$ cat src/rtl/drbg_reseed_scheduler.sv
// Issues one generate or reseed command at a time to the hash-DRBG core and
// keeps the per-epoch generate count and the internal reseed sequence number.
module drbg_reseed_scheduler #(
  parameter int GENERATES_PER_RESEED = 480,
  parameter int DONE_TIMEOUT         = 1023
) (
  input  logic        clk,
  input  logic        reset,
  input  logic        init_done,
  input  logic        line_start,
  input  logic        catch_up_mode,
  input  logic        get_next_seed,
  input  logic        block_drbg_reseed,
  input  logic        drbg_gen_done,
  input  logic        drbg_reseed_done,
  output logic        drbg_generate,
  output logic        drbg_reseed,
  output logic        key_valid,
  output logic [31:0] sequence_internal,
  output logic        V,
  output logic        line_overrun,
  output logic        timeout_fault
);

  localparam int CW = $clog2(GENERATES_PER_RESEED + 1);
  localparam int TW = $clog2(DONE_TIMEOUT + 1);
  localparam logic [CW-1:0] GEN_LIMIT = CW'(GENERATES_PER_RESEED);
  localparam logic [TW-1:0] TMO_LAST  = TW'(DONE_TIMEOUT - 1);

  typedef enum logic [1:0] {
    WAIT_INIT,
    READY,
    GEN_WAIT,
    RESEED_WAIT
  } state_t;

  state_t          state, state_next;
  logic [CW-1:0]   gen_count;
  logic [TW-1:0]   timer;
  logic            line_pending;

  logic reseed_due, gen_ok, issue_reseed, issue_gen, timed_out;
  logic gen_done_hit, rsd_done_hit, gen_expire, rsd_expire, pending_clear;

  // Done pulses only count while the matching command is outstanding.
  assign reseed_due    = !block_drbg_reseed && (get_next_seed || gen_count == GEN_LIMIT);
  assign gen_ok        = line_pending && (gen_count < GEN_LIMIT);
  assign issue_reseed  = (state == READY) && reseed_due;
  assign issue_gen     = (state == READY) && !reseed_due && gen_ok;
  assign timed_out     = (timer == TMO_LAST);
  assign gen_done_hit  = (state == GEN_WAIT) && drbg_gen_done;
  assign rsd_done_hit  = (state == RESEED_WAIT) && drbg_reseed_done;
  assign gen_expire    = (state == GEN_WAIT) && !drbg_gen_done && timed_out;
  assign rsd_expire    = (state == RESEED_WAIT) && !drbg_reseed_done && timed_out;
  // An expired generate drops its line so the command is not reissued.
  assign pending_clear = gen_done_hit || gen_expire;

  // NOTE: every variable gets a default before the case so no latch is inferred.
  always_comb begin
    state_next = state;
    unique case (state)
      WAIT_INIT:   if (init_done) state_next = READY;
      READY: begin
        if (issue_reseed)   state_next = RESEED_WAIT;
        else if (issue_gen) state_next = GEN_WAIT;
      end
      GEN_WAIT:    if (drbg_gen_done || timed_out) state_next = READY;
      RESEED_WAIT: if (drbg_reseed_done || timed_out) state_next = READY;
      default:     state_next = WAIT_INIT;
    endcase
    if (!init_done) state_next = WAIT_INIT;
  end

  // NOTE: sequential state uses non-blocking assignments only, so every
  // register samples the pre-edge values of its neighbours.
  always_ff @(posedge clk) begin
    if (reset) begin
      state             <= WAIT_INIT;
      gen_count         <= '0;
      timer             <= '0;
      line_pending      <= 1'b0;
      drbg_generate     <= 1'b0;
      drbg_reseed       <= 1'b0;
      key_valid         <= 1'b0;
      sequence_internal <= '0;
      V                 <= 1'b0;
      line_overrun      <= 1'b0;
      timeout_fault     <= 1'b0;
    end else begin
      state         <= state_next;
      drbg_generate <= init_done && issue_gen;
      drbg_reseed   <= init_done && issue_reseed;
      key_valid     <= init_done && gen_done_hit && !catch_up_mode;

      if (!init_done) begin
        // Core is being re-instantiated; sticky fault flags survive this.
        gen_count         <= '0;
        timer             <= '0;
        line_pending      <= 1'b0;
        sequence_internal <= '0;
        V                 <= 1'b0;
      end else begin
        if (state == GEN_WAIT || state == RESEED_WAIT) timer <= timer + TW'(1);
        else                                           timer <= '0;

        if (gen_done_hit) begin
          gen_count <= gen_count + CW'(1);
          V         <= 1'b1;
        end
        if (rsd_done_hit) begin
          sequence_internal <= sequence_internal + 32'd1;
          gen_count         <= '0;
          V                 <= 1'b0;
        end
        if (gen_expire || rsd_expire) timeout_fault <= 1'b1;

        if (line_start && state != WAIT_INIT) begin
          if (line_pending && !pending_clear) line_overrun <= 1'b1;
          line_pending <= 1'b1;
        end else if (pending_clear) begin
          line_pending <= 1'b0;
        end
      end
    end
  end

endmodule

$ cat config.mk
export PLATFORM = sky130hd
export DESIGN_NAME = drbg_reseed_scheduler
export DESIGN_NICKNAME = d
export VERILOG_FILES = /design/src/rtl/drbg_reseed_scheduler.sv
export SDC_FILE = /design/constraint.sdc
export NUM_CORES = 1
export LEC_CHECK = 0
export ABC_AREA = 1
export BUFFER_PORTS_ARGS = -buffer_cell sky130_fd_sc_hd__buf_2
export CAP_MARGIN = 5
export CORE_AREA = 2 2 75 77
export CTS_BUF_LIST = sky130_fd_sc_hd__clkbuf_8
export DETAILED_ROUTE_END_ITERATION = 10
export DIE_AREA = 0 0 77 79
export PLACE_DENSITY = 0.86
export SLEW_MARGIN = 20
export SYNTH_ARGS = -nofsm -noshare
export SYNTH_HDL_FRONTEND = slang
export SYNTH_SLANG_ARGS = --single-unit
$ cat constraint.sdc
create_clock -name clk -period 3.2 [get_ports clk]
set_input_delay 0.48 -clock clk [delete_from_list [all_inputs] [get_ports clk]]
set_output_delay 0.48 -clock clk [all_outputs]
set_load 0.005 [all_outputs]
After elaboration in Yosys (flattened, before gate mapping) --
Cells that the tools add are included. Widths: inputs -> output; s select.
Word-level totals: register bits after elaboration 60, bits of input ports 9, output and inout bits 38, logic and storage cells 70
Operators by class: add/sub/neg operators 3, magnitude comparators 1, equal/unequal tests 8, muxes and demuxes 7, bitwise logic cells 2, reductions and logical operators 38
Operators by type and width (count):
- $add 32x1->32 const B | 1
- $logic_and 1x1->1 | 17
- $add 10x1->10 const B | 1
- $eq 10x10->1 const B | 1
- $add 9x1->9 const B | 1
- $eq 9x9->1 const B | 1
- $lt 9x9->1 const B | 1
- $mux 2 | 4
- $pmux 2 s4 | 1
- $logic_not 1->1 | 6
- $logic_or 1x1->1 | 6
- $reduce_and 3->1 | 2
- $reduce_or 3->1 | 2
- $eq 2x2->1 const B | 2
- $ne 2x1->1 const B | 2
- $reduce_bool 2->1 | 2
- $ne 3x3->1 const B | 1
- $eq 2x1->1 const B | 1
- $logic_not 2->1 | 1
- $mux 1 | 2
- $not 1->1 | 2
- $reduce_and 2->1 | 1
- $reduce_or 2->1 | 1

Logic depth before layout (Yosys ltp) --
depth after elaboration 9, mapped depth 10, depth with buffers taken out 10

Least setup slack after synthesis --
OpenSTA, ideal clock, no wires.
path type reg2reg, start register sequence_internal[0], end register sequence_internal[16], setup time 0.116 ns, arrival 1.342 ns, required time 3.084 ns, path slack 1.742 ns, stages on the path, launching flop included 11, path buffers 0, clock period less this slack 1.458 ns, cell sequence dfxtp_1 > ha_1 > inv_1 > nor2_1 > nand2_1 > nor2_2 > nand2_1 > nor2_1 > nand2_1 > nor2_1 > nor2_1
On the way: word-level cells in the longest chain between the ends 1
Ends and longest elaborated chain:
- from (decl) | line 19 | output logic [31:0] sequence_internal,
- from (signal assigned) | line 111 | sequence_internal <= sequence_internal + 32'd1;
- $add 32x1->32 | line 111
No other way between the ends. A chain may end at the register's enable or synchronous reset.

Worst setup path in the final report --
start register state[0], end register sequence_internal[19]
On the way: word-level cells in the longest chain between the ends 2
Ends and longest elaborated chain:
- from (decl) | line 37 | state_t state, state_next;
- from (signal assigned) | line 90 | state <= state_next;
- $eq 2x2->1 | line 52 | assign rsd_done_hit = (state == RESEED_WAIT) && drbg_reseed_done;
- $logic_and 1x1->1 | line 52
No other way between the ends.

==> run_results.csv <==
group,metric,value,unit
outcome,status,"finished, final reports clean",
job,maxCapViolations,0,
synth,synth_edf_count,0,
critical_path,reg2reg_depth,7,
clocking,htreeDepth,3,
synth,synthFlopType,"dfxtp_1",
route,ant_nets,0,
global_routing,overflow,0,
placement,place_ws,1300,ps
clocking,cts_sinks,60,
global_routing,grt_util_all_layers,0.220,
clocking,hold_buffers,0,
synth,ys_seq_elements,60,
critical_path,critical_path_class,"reg -> reg",
timing,period_needed,1760,ps
floorplan,boundaryPins,47,
synth,synth-seq-area-share,0.408,
finish,drive_gt1_frac,0.154,
finish,fillers,509,
critical_path,worstSetupEndpointType,"register",
floorplan,die-area,6080,um^2
clocking,post_cts_buffers,0,
finish,final_util,0.639,
clocking,cts.path.max_buffers,2,
placement,port_buffers,46,
timing,fin_setup_tns,0,ps
route,routed_via_density,5.09,
power,peakVddDrop,0.251,mV
synth,synth.yosys.warnings,0,
placement,place_congestion,0.888,
timing,drv_slew,0,
route,first_pass_iters,4,
critical_path,worstPathRequired,3430,ps
synth,netlist_area,2950,um^2
critical_path,cp_max_fo,15,
hold_path,min_to,"key_valid",
timing,hold_viol_final,0,
global_routing,grt_use_met2,0.376,
route,wl_per_cell,11.1,um
global_routing,grt_pass1_wl,10700,um
clocking,root_buffer,"clkbuf_8",
route,drc,0,
critical_path,cp.buffers_inverters,0,
timing,whs,319,ps
clocking,tritoncts,"yes",
global_routing,grt_pass1_vias,2569,
critical_path,startpoint_type,"register",
power,leakagePower,0.00141,uW
clocking,numCtsBuffers,9,
timing,max_slew_margin,0.778,
power,power,1370,uW
global_routing,grt_max_degree,21,
hold_path,holdCritPathClass,"in -> reg",
global_routing,antenna_found_initial,0,
floorplan,rows,27,
critical_path,regToRegSetupSlack,1440,ps
clocking,clkTransAtPathRegs,60,ps
finish,area.growth.synth_to_final,15.8,%
timing,fmax,0.567,GHz
finish,n_antenna_cell,0,
synth,synthesis.instances,430,
global_routing,met3_usage,0.0716,
floorplan,start_util,0.552,
clocking,clkLatencyLatePin,340,ps
clocking,cts_resized,0,
hold_path,hold_path_depth,2,
timing,rsz0062_at_grt,"false",
critical_path,max_stage_delay,480,ps
timing,setup_ws,1440,ps
critical_path,cpMaxStageDelayCell,"dfxtp_1",
synth,async_reset_ff_frac,0,
route,num_vias,2848,
floorplan,core_area,5340,um^2
critical_path,crit_arrival,1990,ps
global_routing,use_met1,0.256,
floorplan,die_w,77,um
critical_path,reg2reg_to,"sequence_internal[19]",
timing,period_share,0.551,
route,totalWireLength,6230,um
placement,hpwl,4680,um
synth,yosys.cell_types.count,28,
power,powerDensity,403,nW/um^2
synth,syn_area_per_cell,6.85,um^2
critical_path,crit_family,"simple AND/OR/NAND/NOR gates",
route,drt-initial-drc-count,145,
finish,final_net_count,498,
timing,clock_skew,2.91,ps
timing,worstMarginPinSlew,331,ps
timing,final-setup-viol-count,0,
critical_path,r2r-start,"state[0]",
synth,syn-num-nets,444,
critical_path,crit_chain,"nand3_4 -> nor2_4 -> nand3_4 -> nor2_4 -> nand2_1 -> o21ai_0 -> nor2_1",
hold_path,hp-start,"catch_up_mode",
floorplan,die_y,79,um
global_routing,grt_busiest_layer,"met2",
through the flow:
stage / cells / instance area, um^2
after floorplan: 430 / 2950
after global placement: 545 / 3240
after detailed placement: 545 / 3240
after CTS: 560 / 3410
after global routing: 560 / 3410
final: 560 / 3410
flip-flops by register name (all words and copies together) (netlist names):
name               count
V                      1
timer                 10
line_pending           1
line_overrun           1
sequence_internal     32
timeout_fault          1
key_valid              1
gen_count              9
drbg_generate          1
state                  2
drbg_reseed            1
layout by cell type (no fill, tap or decap), types with 2 or more instances in the layout:
cell type and n:
a21oi_1 32, a31oi_1 6, buf_2 46, clkbuf_8 11
clkinv_2 2, dfxtp_1 60, ha_1 5, inv_1 63
nand2_1 96, nand3_1 27, nand3_4 2, nand3b_1 2
nand4_1 7, nor2_1 66, nor2_2 5, nor2_4 3
nor3_1 13, nor3b_1 3, o21a_1 5, o21ai_0 24
xor2_1 2
how the worst max path moves through the flow:
stage                                       end  depth (start not counted)                  from  slack [ps]
after floorplan           sequence_internal[16]                         10  sequence_internal[0]        1740
after global placement                 timer[4]                          8             init_done        1410
after detailed placement               timer[4]                          8             init_done        1300
after CTS                 sequence_internal[19]                          7              state[0]        1460
after global routing      sequence_internal[28]                          9  sequence_internal[0]        1260
final                     sequence_internal[19]                          7              state[0]        1440
cell families after synthesis:
| group | after synthesis | share of synthesized area |
|---|---|---|
| XOR/XNOR | 2 | 0.00595 |
| AND/OR/NAND/NOR | 229 | 0.351 |
| AO/OA/AOI/OAI | 69 | 0.126 |
| buffers and inverters | 65 | 0.0887 |
| adder cells (fa/ha/maj) | 5 | 0.0212 |
| flip-flops | 60 | 0.408 |
routing by layer:
metal / up-vias / share of wire / routed length, um
met4: 0 / 0.010 / 65
met3: 5 / 0.048 / 302
met1: 1291 / 0.46 / 2880
li1: 1489 / - / -
met2: 63 / 0.48 / 2980
met5: - / 0 / 0
Yosys cell counts, types with 2 or more instances:
| cell | count | area (um^2) |
|---|---|---|
| nor2_4 | 3 | 33.8 |
| nand4_1 | 7 | 43.8 |
| clkbuf_1 | 2 | 7.51 |
| nand3_4 | 2 | 35.0 |
| nand3b_1 | 2 | 15.0 |
| dfxtp_1 | 60 | 1200 |
| nor3b_1 | 3 | 22.5 |
| nand3_1 | 27 | 135 |
| nand2_1 | 96 | 360 |
| o21ai_0 | 24 | 120 |
| xor2_1 | 2 | 17.5 |
| a21oi_1 | 32 | 160 |
| a31oi_1 | 6 | 37.5 |
| ha_1 | 5 | 62.6 |
| nor3_1 | 13 | 65.1 |
| nor2_1 | 66 | 248 |
| o21a_1 | 5 | 37.5 |
| inv_1 | 61 | 229 |
| nor2_2 | 5 | 31.3 |
layout make-up:
| type | count | area [um^2] | area share |
|---|---|---|---|
| clock buffers | 11 | 151 | 0.0444 |
| clock inverters | 4 | 17.5 | 0.00514 |
| inverters | 61 | 229 | 0.0671 |
| multi-input cells | 305 | 1480 | 0.435 |
| flip-flops and latches | 60 | 1200 | 0.352 |
| well taps | 72 | 90.1 | 0.0264 |
| repair buffers | 47 | 238 | 0.0697 |
where the power goes:
part | internal, uW | switching [uW]
logic | 12.1 | 24.1
clock network | 310 | 277
registers | 749 | 2.45
total | 1070 | 303
(Power assumes the default switching activity.)
